`src/rtl/mod6_count_monitor_if.sv`:
```
// rtl/mod6_count_monitor_if.sv - enable, ripple-count input and monitor outputs of mod6_count_monitor
// The monitor itself uses the slave modport; whatever drives en/cnt_in uses master.
interface mod6_count_monitor_if;
  logic       en;
  logic [2:0] cnt_in;
  logic [2:0] cnt_q;
  logic       locked;
  logic       step;
  logic       wrap;
  logic [3:0] tens;
  logic       tc;
  logic       err;
  logic [7:0] err_cnt;

  modport master (
    output en, cnt_in,
    input  cnt_q, locked, step, wrap, tens, tc, err, err_cnt
  );

  modport slave (
    input  en, cnt_in,
    output cnt_q, locked, step, wrap, tens, tc, err, err_cnt
  );
endinterface

```
`src/rtl/mod6_count_monitor.sv`:
```
// rtl/mod6_count_monitor.sv - synchronises and validates a mod-6 ripple counter, counts wraps and errors
// Optional saturating error counter: define MOD6_MON_ERRCNT_EN.
module mod6_count_monitor #(
  parameter int TENS_MOD = 10
) (
  input  logic                    clk,
  input  logic                    clr,
  mod6_count_monitor_if.slave     bus
);

  typedef enum logic [1:0] {IDLE, TRACK, FAULT} state_t;

  localparam logic [3:0] TENS_LAST = 4'(TENS_MOD - 1);
  localparam logic [2:0] CODE_MAX  = 3'd5;

  state_t     state, state_n;
  logic [2:0] s1, s2, s3;
  logic [2:0] fill;
  logic       stable;
  logic [2:0] v;

  logic [2:0] cnt_q, cnt_n;
  logic [3:0] tens, tens_n;
  logic       step, step_n;
  logic       wrap, wrap_n;
  logic       tc, tc_n;
  logic       err, err_n;

  // fill tracks how far real samples have propagated, so the all-zero reset
  // contents of the chain are never mistaken for a stable input.
  always_ff @(posedge clk or posedge clr) begin
    if (clr) begin
      s1   <= 3'd0;
      s2   <= 3'd0;
      s3   <= 3'd0;
      fill <= 3'd0;
    end else begin
      s1   <= bus.cnt_in;
      s2   <= s1;
      s3   <= s2;
      fill <= {fill[1:0], 1'b1};
    end
  end

  assign v      = s2;
  assign stable = fill[2] && (s2 == s3);

  always_ff @(posedge clk or posedge clr) begin
    if (clr) state <= IDLE;
    else     state <= state_n;
  end

  always_comb begin
    state_n = state;
    cnt_n   = cnt_q;
    tens_n  = tens;
    step_n  = 1'b0;
    wrap_n  = 1'b0;
    tc_n    = 1'b0;
    err_n   = 1'b0;
    if (!bus.en) begin
      state_n = IDLE;
    end else if (stable) begin
      case (state)
        IDLE: begin
          if (v <= CODE_MAX) begin
            cnt_n   = v;
            state_n = TRACK;
          end else begin
            err_n   = 1'b1;
            state_n = FAULT;
          end
        end
        TRACK: begin
          if (v == cnt_q) begin
            state_n = TRACK;
          end else if ((cnt_q < CODE_MAX) && (v == cnt_q + 3'd1)) begin
            cnt_n  = v;
            step_n = 1'b1;
          end else if ((cnt_q == CODE_MAX) && (v == 3'd0)) begin
            cnt_n  = 3'd0;
            step_n = 1'b1;
            wrap_n = 1'b1;
            if (tens == TENS_LAST) begin
              tens_n = 4'd0;
              tc_n   = 1'b1;
            end else begin
              tens_n = tens + 4'd1;
            end
          end else begin
            err_n   = 1'b1;
            state_n = FAULT;
          end
        end
        FAULT: begin
          // Only a settled zero is a trustworthy point to resume counting from.
          if (v == 3'd0) begin
            cnt_n   = 3'd0;
            state_n = TRACK;
          end
        end
        default: state_n = IDLE;
      endcase
    end
  end

  always_ff @(posedge clk or posedge clr) begin
    if (clr) begin
      cnt_q <= 3'd0;
      tens  <= 4'd0;
      step  <= 1'b0;
      wrap  <= 1'b0;
      tc    <= 1'b0;
      err   <= 1'b0;
    end else begin
      cnt_q <= cnt_n;
      tens  <= tens_n;
      step  <= step_n;
      wrap  <= wrap_n;
      tc    <= tc_n;
      err   <= err_n;
    end
  end

`ifdef MOD6_MON_ERRCNT_EN
  logic [7:0] err_cnt;

  always_ff @(posedge clk or posedge clr) begin
    if (clr)
      err_cnt <= 8'd0;
    else if (err_n && (err_cnt != 8'hFF))
      err_cnt <= err_cnt + 8'd1;
  end

  assign bus.err_cnt = err_cnt;
`else
  assign bus.err_cnt = 8'd0;
`endif

  assign bus.cnt_q  = cnt_q;
  assign bus.locked = (state == TRACK);
  assign bus.step   = step;
  assign bus.wrap   = wrap;
  assign bus.tens   = tens;
  assign bus.tc     = tc;
  assign bus.err    = err;

endmodule

```
`src/flat_wrapper.sv`:
```
// flat-port wrapper written by rule: the top's interface ports become plain ports
module mod6_count_monitor_flat 
#(
  parameter int TENS_MOD = 10
)
  (clk, clr, bus_en, bus_cnt_in, bus_cnt_q, bus_locked, bus_step, bus_wrap, bus_tens, bus_tc, bus_err, bus_err_cnt);
  mod6_count_monitor_if bus_i ();
  input  logic clk;
  input  logic clr;
  input wire logic [$bits(bus_i.en)-1:0] bus_en;
  input wire logic [$bits(bus_i.cnt_in)-1:0] bus_cnt_in;
  output wire logic [$bits(bus_i.cnt_q)-1:0] bus_cnt_q;
  output wire logic [$bits(bus_i.locked)-1:0] bus_locked;
  output wire logic [$bits(bus_i.step)-1:0] bus_step;
  output wire logic [$bits(bus_i.wrap)-1:0] bus_wrap;
  output wire logic [$bits(bus_i.tens)-1:0] bus_tens;
  output wire logic [$bits(bus_i.tc)-1:0] bus_tc;
  output wire logic [$bits(bus_i.err)-1:0] bus_err;
  output wire logic [$bits(bus_i.err_cnt)-1:0] bus_err_cnt;
  assign bus_i.en = bus_en;
  assign bus_i.cnt_in = bus_cnt_in;
  assign bus_cnt_q = bus_i.cnt_q;
  assign bus_locked = bus_i.locked;
  assign bus_step = bus_i.step;
  assign bus_wrap = bus_i.wrap;
  assign bus_tens = bus_i.tens;
  assign bus_tc = bus_i.tc;
  assign bus_err = bus_i.err;
  assign bus_err_cnt = bus_i.err_cnt;
  mod6_count_monitor #(.TENS_MOD(TENS_MOD)) u_core (.clk(clk), .clr(clr), .bus(bus_i));
endmodule
```
`config.mk`:
```
export PLATFORM = sky130hd
export DESIGN_NAME = mod6_count_monitor_flat
export DESIGN_NICKNAME = d
export VERILOG_FILES = /design/src/rtl/mod6_count_monitor_if.sv /design/src/rtl/mod6_count_monitor.sv /design/src/flat_wrapper.sv
export SDC_FILE = /design/constraint.sdc
export NUM_CORES = 1
export LEC_CHECK = 0
export BUFFER_PORTS_ARGS = -buffer_cell sky130_fd_sc_hd__buf_2
export CAP_MARGIN = 20
export CORE_MARGIN = 1.5
export CORE_UTILIZATION = 53
export CTS_CLUSTER_SIZE = 14
export DETAILED_ROUTE_END_ITERATION = 6
export PLACE_DENSITY = 0.78
export SYNTH_ARGS = -nofsm -noshare
export SYNTH_HDL_FRONTEND = slang
export SYNTH_SLANG_ARGS = --single-unit
export TNS_END_PERCENT = 20
```
`constraint.sdc`:
```
create_clock -name clk -period 2.5 [get_ports clk]
set_input_delay 0.125 -clock clk [delete_from_list [all_inputs] [get_ports clk]]
set_output_delay 0.125 -clock clk [all_outputs]
set_load 0.005 [all_outputs]
```
==> results summary, run 1 <==
The via count of the first global-routing pass came out at 795. Based on the critical path, the design can be clocked at up to 0.4829 GHz. The worst path buffer plus inverter count is 1. The sink count of the clock tree is 25. The number of antenna violations at the first check in global routing came to 0. The worst-path maximum fanout is 6. Combinational cells account for 22.0% of the total power. In this run, synthesis inferred 0 flip-flops with an integrated enable. The final reports fail on hold timing. The primary flip-flop cell chosen by synthesis mapping is sky130_fd_sc_hd__dfrtp_1. After detailed routing, the number of vias per cell comes to 5.171.

The share of cells above drive strength 1 is 21.54%. Counting instances in the post-synthesis netlist gives the leading cell types as sky130_fd_sc_hd__dfrtp_1, sky130_fd_sc_hd__nand2_1, sky130_fd_sc_hd__buf_4, sky130_fd_sc_hd__xor2_1. The worst hold margin came out at -20.41 ps. The worst setup path is launched from a register.

Counting buffers and inverters, the worst setup path is 7 cells deep. Measured along the y axis, the die boundary spans 51.71 um. The worst register-to-register path begins at u_core.bus.cnt_q[1]$_DFFE_PP0P_. The measured slew at the worst slew-check pin came out at 882.2 ps. The signal on the critical path passes through inv_1 > ha_1 > nand2_1 > nor4_1 > nand4_1 > a21o_1 > a22o_1. Sorting the synthesized cells by area gives the leading types as sky130_fd_sc_hd__dfrtp_1, sky130_fd_sc_hd__ha_1, sky130_fd_sc_hd__xor2_1. The hold violation total from the final report came out at 25. Setup violations remaining at the end of the flow were counted as 0. The net load switching power is 249.7 uW.

The tree is rooted in a sky130_fd_sc_hd__clkbuf_4. The number of rows in the core area came out at 17. In the final routed layout, each cell accounts on average for 12.20 um. In this run the biggest area consumer among cell types represents 49.75% of the synthesized area. The number of buffers on the longest clock path came out at 2.

Dividing total power by cell area gives a power density of 598.1 nW/um2. The run finished, with violations left. The post-CTS setup buffer count is 0. The core region is 2233 um2. The starting density of the core came out at 56.30%. The worst-skew pair later-pin latency came out at 310 ps.

The remaining antenna violation count is 0. sky130_fd_sc_hd__dfrtp_1 is the most common cell in the netlist. Across the routed clock network, the largest skew measured is 3.632 ps. The fraction of power consumed by the clock network is 20.9%. The H-tree depth is 1. The area of the mapped netlist is 1257 um2. The synthesized netlist contains 37 unique library cells. Relative to the synthesized area, the layout overhead comes to 9.652%. The total global routing track utilization is 16.69%. At the worst endpoint, the required time is 2710 ps.

The slowest stage of the critical path belongs to the cell sky130_fd_sc_hd__nor4_1. sky130_fd_sc_hd__dfrtp_1 takes more of the synthesized area than any other cell. The register share of total power is 57.1%.

The async set-or-reset flop fraction in the synthesized netlist came out at 100.0%. The net count reported at finish came out at 143. The pre-antenna-repair detailed-routing pass consisted of 4 iterations. After layout, the worst path uses 82.83% of the clock period. The tightest min-delay check is of the input port to asynchronous set/reset pin type. The total of warnings raised by yosys is 0. The worst register-to-register path has a depth of 7.

The data arrival time of the critical path came out at 2280 ps. The leakage power is 0.0006741 uW. The final routed wirelength across all metal layers is 1.927 mm. The aggregate negative setup slack is 0 ps. The post-synthesis cell count is 109. TritonCTS built the clock tree. After detailed placement, the design holds a cell count of 151. The post-synthesis register bit count came out at 25. On the worst path, the slowest cell contributes a delay of 480 ps. Summing internal, switching and leakage power gives 824.7 uW. Subtracting the final worst setup slack from the clock period gives 2071 ps. The number of design rule violations left after detail routing came out at 0. The first-pass GRT wire length came out at 3.332 mm. Cell internal power was estimated by the tool at 575.0 uW.

The die covers 2674 um2. The final HPWL from detailed placement came out at 1.479 mm. The worst setup path is of the register to register kind. The cell family contributing the most delay on the critical path is simple AND/OR/NAND/NOR gates. The most critical setup path has its startpoint at u_core.bus.cnt_q[1]$_DFFE_PP0P_.

The worst-case vdd ir drop is 0.0003986 V. The sequential cell area fraction in the yosys report is 49.75%. The total congestion overflow after global routing came out at 0. The congestion estimate from routability-driven global placement came to 0.9564. Input and output buffers added on the ports amount to 17. The count of final max-slew check failures came out at 0. Entering global routing, the biggest net connects 26 pins.

The post-CTS clock slew at the launch and capture registers of the worst setup and hold paths is 130 ps. In this run the mean area of a mapped cell was 11.54 um2. STA classifies the critical path endpoint as a register. The overall die width came out at 51.71 um. The overall via count from detail_route came out at 817. The TritonCTS buffer count is 3. Setup repair after global routing left no endpoint under its margin. The number of I/O pins is 26. For this run, the number of standard cells in the final layout without fillers is 158. 0 antenna diodes ended up in the layout. In this run the tightest slew margin relative to its limit is 41.12%.

The max capacitance violation total came out at 0. The net switching share of the total power is 30.28%. The count of routing violations after the opening detailed-route iteration came out at 21.
## metrics by stage
| step | instance area [um2] | hold WS (ps) | worst slack (ps) | utilization (%) |
|---|---|---|---|---|
| 5_1_grt | 1379 | 61.20 | 346.9 | 61.74 |
| 3_5_place_dp | 1321 | 237.1 | 481.9 | 59.16 |
| 6_report | 1379 | -20.41 | 429.1 | 61.74 |
| 4_1_cts | 1379 | 7.119 | 464.6 | 61.74 |
| 2_1_floorplan | 1284 | 152.3 | 645.2 | - |
| 3_3_place_gp | 1321 | 235.6 | 544.3 | 59.16 |
## power groups by stage
stage / combinational (uW) / sequential, uW / clock [uW]
floorplan: 148 / 469 / 0
detailed placement: 179 / 478 / 0
global route: 203 / 477 / 196
finish: 182 / 471 / 172
global placement: 180 / 474 / 0
CTS: 183 / 470 / 179
## cells in the final DEF, fill, tap and decap left out, types with 2 or more instances in the layout
| master | netlist | layout |
|---|---|---|
| sky130_fd_sc_hd__nor2b_1 | 4 | 4 |
| sky130_fd_sc_hd__xor2_1 | 8 | 8 |
| sky130_fd_sc_hd__o21bai_1 | 2 | 2 |
| sky130_fd_sc_hd__o31ai_1 | 2 | 2 |
| sky130_fd_sc_hd__inv_1 | 6 | 6 |
| sky130_fd_sc_hd__ha_1 | 6 | 6 |
| sky130_fd_sc_hd__nand3_1 | 2 | 2 |
| sky130_fd_sc_hd__nand2_1 | 10 | 10 |
| sky130_fd_sc_hd__and3_1 | 2 | 2 |
| sky130_fd_sc_hd__a22o_1 | 4 | 4 |
| sky130_fd_sc_hd__dlygate4sd3_1 | 0 | 3 |
| sky130_fd_sc_hd__buf_2 | 0 | 17 |
| sky130_fd_sc_hd__conb_1 | 2 | 9 |
| sky130_fd_sc_hd__dfrtp_1 | 25 | 25 |
| sky130_fd_sc_hd__nand2b_1 | 2 | 2 |
| sky130_fd_sc_hd__nor2_1 | 3 | 3 |
| sky130_fd_sc_hd__clkbuf_4 | 0 | 3 |
## worst reg2reg max path, cell delays in order (launching register included)
cell and delay, ps:
sky130_fd_sc_hd__dfrtp_1 470, sky130_fd_sc_hd__inv_1 80, sky130_fd_sc_hd__ha_1 130, sky130_fd_sc_hd__nand2_1 50
sky130_fd_sc_hd__nor4_1 480, sky130_fd_sc_hd__nand4_1 350, sky130_fd_sc_hd__a21o_1 250, sky130_fd_sc_hd__a22o_1 180
## flip-flops by register name, summed over array words and instances, names as in the netlist
signal            cells
u_core.s1             3
u_core.bus.tens       4
u_core.bus.step       1
u_core.s3             3
u_core.bus.err        1
u_core.bus.tc         1
u_core.bus.wrap       1
u_core.fill           3
u_core.state          2
u_core.bus.cnt_q      3
u_core.s2             3
## cells by family after synthesis
kind of cell / after synthesis / synth area share [%]
simple gates: 31 / 14.93
mux: 2 / 1.692
xor+xnor: 10 / 7.563
compound gates: 17 / 11.14
flops: 25 / 49.75
fa+ha+maj: 6 / 5.970
buf+inv: 16 / 8.358
other cells: 2 / 0.5972
## per-layer routing
layer / global-route usage [%] / vias up / routed length, um
li1: - / 398 / -
met1: 21.35 / 386 / 841
met2: 28.85 / 31 / 957
met3: 2.586 / 2 / 122
met4: 5.702 / 0 / 6
met5: 0 / - / 0
## path summary, 6_finish.rpt
kind	end	slack, ps
hold reg to reg	u_core.fill[2]$_DFF_PP0_	360
max in group asynchronous	u_core.bus.cnt_q[0]$_DFFE_PP0P_	1980
setup / recovery	u_core.bus.tens[3]$_DFFE_PP0P_	430
setup reg to reg	u_core.bus.tens[3]$_DFFE_PP0P_	430
min in group clk	u_core.state[0]$_DFFE_PP0P_	80
hold / removal	u_core.fill[0]$_DFF_PP0_	-20
## area by class of cell
| class | instances | area [um2] |
|---|---|---|
| sequential | 25 | 625.6 |
| clock buffer | 3 | 22.52 |
| inverter | 6 | 22.52 |
| tap | 28 | 35.03 |
| clock inverter | 1 | 5.005 |
| timing repair buffer | 20 | 115.1 |
| fill | 202 | 854.6 |
| multi-input combinational | 75 | 553.0 |
## timing repair
item	CTS	global route
resized for setup	0	0
endpoints found under the hold margin	3	0
hold buffers	3	0
Note: power is estimated with default switching activity, not from simulation.
==> run 2, diff against run 1 <==
==> constraint.sdc (replaced) <==
create_clock -name clk -period 2 [get_ports clk]
set_input_delay 0.1 -clock clk [delete_from_list [all_inputs] [get_ports clk]]
set_output_delay 0.1 -clock clk [all_outputs]
set_load 0.005 [all_outputs]
==> results summary, run 2 (synthesis results as in run 1) <==
The worst register-to-register path ends at u_core.bus.cnt_q[0]$_DFFE_PP0P_. The worst hold path terminates at u_core.state[0]$_DFFE_PP0P_. The required time of the worst setup path came out at 2210 ps. The register with the most flip-flops in the final layout is u_core.bus.tens. The aggregate negative setup slack is 0 ps. The leakage power came out at 0.0007080 uW. The shortest period the worst path allows is 1875 ps. The startpoint of the lowest-slack register-to-register path is u_core.bus.cnt_q[0]$_DFFE_PP0P_. Walking the worst path, the cells encountered are ha_1 > xor2_1 > o2111a_2 > a21oi_2 > a211o_1 > a22o_1. The via count of the first global-routing pass came out at 870. The TritonCTS buffer count came out at 3. The achievable clock frequency came out at 0.5335 GHz. The wire length per cell after detailed routing is 12.34 um. Summing all placed instances gives a cell area of 1366 um2.

The sink count of the clock tree came out at 25. In the final layout, the share of cells above drive strength 1 is 25.55%. The worst-case vdd ir drop came out at 0.0005508 V.

In this run the core area contains 17 standard-cell rows. The post-detailed-route via-to-cell ratio came out at 5.182. The hold violation total from the final report is 0. The routed wire length on met3 came out at 101 um. The top cell types in the final layout, fill and taps aside, are sky130_fd_sc_hd__dfrtp_1, sky130_fd_sc_hd__buf_2, sky130_fd_sc_hd__nand2_1, sky130_fd_sc_hd__conb_1, sky130_fd_sc_hd__xor2_1. The areal power density over the cells came out at 738.3 nW/um2. The run finished with clean final reports.

The number of design rule violations left after detail routing is 0. The number of flip-flops in the largest register came out at 4. Global routing used 17.79% of the available tracks across all layers. The tree is rooted in a sky130_fd_sc_hd__clkbuf_4. The die is 51.71 um tall.

The reg-to-reg setup timing slack is 130 ps. The worst reg2reg path depth is 6. The core region is 2233 um2. Setup violations remaining at the end of the flow were counted as 0. From left edge to right edge, the die measures 51.71 um.

STA classifies the critical path startpoint as a register. The later pin in the worst-skew pair is clocked with a latency of 310 ps. The worst setup path is captured at a register. Setup repair after global routing left no endpoint under its margin. The remaining antenna violation count is 0. The starting density of the core came out at 56.30%. From synthesis to final layout, the design area changed by 14.13%. The worst hold path belongs to the class input port to register. The first-pass GRT wire length came out at 3.588 mm. The cell with the largest stage delay on the worst path is sky130_fd_sc_hd__dfrtp_1. The H-tree depth is 1.

The total congestion overflow after global routing is 0. During I/O placement, the number of pins put on the boundary was 26. The worst hold path begins at bus_en. TritonCTS built the clock tree.

The total iterations of the first detailed-routing run came out at 4. The final period utilization is 93.73%. Max-cap violations in this run came to 0. The final HPWL from detailed placement is 1.543 mm.

The highest cell delay on the worst timing path came out at 410 ps. The post-route standard cell area excluding fillers came out at 1435 um2. The overall die area came out at 2674 um2. The top routing layer in use is met4.

The number of antenna violations at the first check in global routing is 0. Leaving out fill and tap cells, the most frequent cell in the layout is sky130_fd_sc_hd__dfrtp_1. The number of antenna diodes in the final layout is 0. After the first detailed-routing iteration, the DRC count stood at 8. The worst path buffer plus inverter count came out at 0.

The routed wire length on met2 came out at 1.058 mm. The routed design has 2.036 mm of wire. The worst hold path passes through 3 cells. The routed layout has 855 vias.

Entering global routing, the biggest net connects 26 pins. The kind of cell with the highest combined delay on the critical path is compound AO/OA/AOI/OAI gates. During placement, the flow inserted port buffers numbering 17. The net count reported at finish is 150.

The post-CTS clock slew at the launch and capture registers of the worst setup and hold paths is 130 ps. The worst-path maximum fanout is 5. The congestion estimate from routability-driven global placement came to 0.8851. The worst-case clock skew is 4.506 ps. The critical path in this run is classified as register to register. The count of final max-slew check failures came out at 0.

The total routed wire length on the met1 layer came out at 861 um. The data arrival time of the critical path is 2090 ps. The clock passes through at most 2 buffers.
run 2: worst max-delay path by stage:
| stage | start | endpoint | slack (ps) | depth (start not counted) |
|---|---|---|---|---|
| after floorplan | u_core.bus.cnt_q[1]$_DFFE_PP0P_ | u_core.bus.cnt_q[0]$_DFFE_PP0P_ | 150 | 7 |
| after CTS | u_core.s2[2]$_DFF_PP0_ | u_core.bus.cnt_q[0]$_DFFE_PP0P_ | 80 | 5 |
| after global routing | u_core.s2[2]$_DFF_PP0_ | u_core.bus.cnt_q[1]$_DFFE_PP0P_ | 3 | 5 |
| final | u_core.bus.cnt_q[0]$_DFFE_PP0P_ | u_core.bus.cnt_q[0]$_DFFE_PP0P_ | 130 | 6 |
| after global placement | u_core.s2[2]$_DFF_PP0_ | u_core.bus.cnt_q[1]$_DFFE_PP0P_ | 110 | 5 |
| after detailed placement | u_core.s2[2]$_DFF_PP0_ | u_core.bus.tens[3]$_DFFE_PP0P_ | 130 | 5 |
run 2: cell type report:
class	count	area, um2
flip-flops and latches	25	626.9
clock inverters	1	5.005
inverters	6	22.52
multi-input cells	75	553.0
fillers	183	798.3
repair buffers	27	170.2
well taps	28	35.03
clock buffers	3	22.52
run 2: repair_timing:
action                     in CTS  in global routing
hold endpoints to repair       28                  0
buffers inserted                0                  0
setup endpoints to repair       0                  5
hold buffers                    4                  0
gates resized for setup         0                  1
run 2: layer usage:
metal / track usage [%] / up-vias
li1: - / 408
met2: 33.12 / 33
met5: 0 / -
met3: 2.586 / 2
met1: 21.07 / 412
met4: 5.263 / 0
run 2: stage by stage:
step / hold WS [ps] / instances / setup slack, ps / total power [uW] / utilization [%]
detailed placement: 164.1 / 157 / 127.3 / 844.9 / 61.18
CTS: 53.61 / 165 / 84.29 / 1072 / 64.20
finish: 73.12 / 165 / 125.5 / 1060 / 64.26
floorplan: 127.3 / 116 / 145.2 / 771.3 / -
global route: 54.44 / 165 / 2.721 / 1133 / 64.26
global placement: 159.1 / 157 / 112.5 / 833.8 / 61.18
run 2: tightest hold or removal path, delay by kind of cell:
family,cells,cell delay [ps]
buf+inv,1,130
mux,1,60
simple gates,1,60
run 2: report_power, final:
group          internal, uW  switching, uW  total (uW)
sequential              539           30.3         569
combinational           128            145         273
clock                  74.5            143         218
==> run 3, diff against run 2 <==
--- a/config.mk
+++ b/config.mk
@@ -7,10 +7,11 @@
 export LEC_CHECK = 0
 export BUFFER_PORTS_ARGS = -buffer_cell sky130_fd_sc_hd__buf_2
 export CAP_MARGIN = 20
-export CORE_MARGIN = 1.5
+export CORE_MARGIN = 8
 export CORE_UTILIZATION = 53
 export CTS_CLUSTER_SIZE = 14
 export DETAILED_ROUTE_END_ITERATION = 6
+export GPL_TIMING_DRIVEN = 0
 export PLACE_DENSITY = 0.78
 export SYNTH_ARGS = -nofsm -noshare
 export SYNTH_HDL_FRONTEND = slang
==> results summary, run 3 (synthesis results as in run 1) <==
The run finished with clean final reports. The floorplan has 17 rows. The layout-stage area growth over the synthesis result came out at 19.30%. In this run the most critical hold path is launched from bus_en. The relative max-transition margin is 41.02%. The placer's final routability congestion estimate is 0.8254. The leakage power came out at 0.0007388 uW. The data arrival time of the critical path came out at 2150 ps. The vertical die dimension came out at 64.71 um. The post-CTS clock slew at the launch and capture registers of the worst setup and hold paths came out at 120 ps.

The total global routing track utilization is 11.06%. The maximum number of pins on one net before global-route repair came out at 26. In this run the number of H-tree levels came out at 1. The required time of the worst setup path came out at 2210 ps. The number of design rule violations left after detail routing is 0. At the pin with the least slew margin, the transition time is 883.7 ps. The register with the most flip-flops is u_core.bus.tens. The first-pass GRT wire length is 3.801 mm. The max capacitance violation total is 0. The number of antenna violations at the first check in global routing came to 0. The library cells used most frequently in the layout, excluding fill and tap cells, are sky130_fd_sc_hd__dfrtp_1, sky130_fd_sc_hd__buf_2, sky130_fd_sc_hd__nand2_1, sky130_fd_sc_hd__buf_4, sky130_fd_sc_hd__conb_1. STA classifies the critical path startpoint as a register. The total of endpoints with negative setup slack in the final report is 0. The worst hold path belongs to the class input port to register. The worst-case vdd ir drop is 0.0005715 V. The number of flip-flops in the largest register came out at 4.

The shortest period the worst path allows came out at 1943 ps. The total congestion overflow after global routing is 0. After the flow finishes, the layout carries non-filler instances totaling 170. The starting density of the core is 56.30%. The final routed wirelength across all metal layers is 2.269 mm. The category of the most critical setup path is register to register. The floorplan step defined a die boundary enclosing 4187 um2. The remaining antenna violation count is 0. The worst-case clock skew is 4.738 ps.

The via count of the first global-routing pass came out at 895. The core area is 2233 um2. Setup repair after global routing left no endpoint under its margin. In this run the horizontal extent of the chip is 64.71 um. The post-route standard cell area excluding fillers is 1500 um2. The TritonCTS buffer count came out at 3.

The areal power density over the cells came out at 703.4 nW/um2. The post-route netlist has 29.58% of its cells at a drive strength greater than 1. The final HPWL from detailed placement came out at 1.716 mm.

Summing all placed instances gives a cell area of 1404 um2. Hold is met by 66.78 ps. The cell sitting at the root of the clock tree is a sky130_fd_sc_hd__clkbuf_4. STA classifies the critical path endpoint as a register. Buffers placed on the I/O ports in this run total 17. The overall via count from detail_route is 860. At the placement stage, the worst setup path has a slack of -75.16 ps. The number of inserted diodes is 0.

The number of I/O pins is 26. The sink count of the clock tree came out at 25. Timing would allow up to 0.5147 GHz. The net count reported at finish came out at 155. The worst-skew pair later-pin latency is 310 ps. The clock passes through at most 2 buffers. The wire length per cell after detailed routing is 13.35 um. After layout, the worst setup slack is 56.96 ps.

In this run the worst path has a maximum fanout of 6. The count of routing violations after the opening detailed-route iteration is 48. Tracing the worst setup path back leads to its startpoint at u_core.bus.cnt_q[1]$_DFFE_PP0P_. The hold violation total from the final report is 0. The CTS tree is built.

The startpoint identified for the worst register-to-register timing path is u_core.bus.cnt_q[1]$_DFFE_PP0P_. The final critical path takes up 97.15% of the cycle. The post-detailed-route via-to-cell ratio came out at 5.059. The total iterations of the first detailed-routing run came out at 4. The library cell used most frequently in the layout, excluding fill and tap cells, is sky130_fd_sc_hd__dfrtp_1. The count of final max-slew check failures is 0. The number of cells in the design after placement is 161.
-- run 3: cell count changes in the layout (fill, tap and decap cells not counted), sizes merged --
cell    change
clkbuf      +1
buf         +5
clkinv      -1
-- run 3: area by class of cell --
type | instances | area, um2
Sequential cell | 25 | 628.1
Timing Repair Buffer | 22 | 132.6
Inverter | 6 | 22.52
Fill cell | 181 | 733.2
Clock buffer | 4 | 26.28
Tap cell | 28 | 35.03
Multi-Input combinational cell | 75 | 573.1
Buffer | 10 | 82.58
-- run 3: worst max-delay path: stages (launching register included) --
cell and delay [ps]:
sky130_fd_sc_hd__dfrtp_2 440, sky130_fd_sc_hd__inv_1 60, sky130_fd_sc_hd__ha_1 280, sky130_fd_sc_hd__xor2_1 140
sky130_fd_sc_hd__o2111a_2 230, sky130_fd_sc_hd__a21oi_2 90, sky130_fd_sc_hd__a211o_1 360, sky130_fd_sc_hd__a22o_1 240
-- run 3: path summary, 6_finish.rpt --
kind,depth (start not counted),slack [ps],to
min in group asynchronous,3,510,u_core.bus.tens[3]$_DFFE_PP0P_
hold reg to reg,0,360,u_core.s2[1]$_DFF_PP0_
max in group asynchronous,3,890,u_core.bus.cnt_q[0]$_DFFE_PP0P_
setup / recovery,7,60,u_core.bus.cnt_q[2]$_DFFE_PP0P_
setup reg to reg,7,60,u_core.bus.cnt_q[2]$_DFFE_PP0P_
hold / removal,3,70,u_core.state[0]$_DFFE_PP0P_
-- run 3: what timing repair did --
item                                   4_1_cts  5_1_grt
setup endpoints to repair                    6        5
buffers inserted                             0        1
resized for setup                            2        3
endpoints found under the hold margin       28        0
cloned                                       0        0
pin swaps                                    0        1
hold buffers                                 4        0
-- run 3: report_power, final --
group / switching [uW] / internal [uW]
Combinational: 133 / 122
Clock: 136 / 77.8
Sequential: 45.5 / 541
Total: 314 / 741
-- run 3: per-layer routing --
metal / global-route usage [%] / up-vias / wire length [um]
met5: 0 / - / 0
met2: 19.75 / 25 / 1120
li1: - / 418 / -
met3: 3.436 / 4 / 153
met1: 11.97 / 413 / 969
met4: 4.087 / 0 / 26
-- run 3: through the flow --
stage               setup TNS [ps]  util, %  power [uW]
finish                           0    67.17        1055
global route                     0    67.17        1122
CTS                              0    66.16        1057
detailed placement          -152.5    62.86       836.3
global placement                 0    62.86       825.9
floorplan                        0        -       771.3
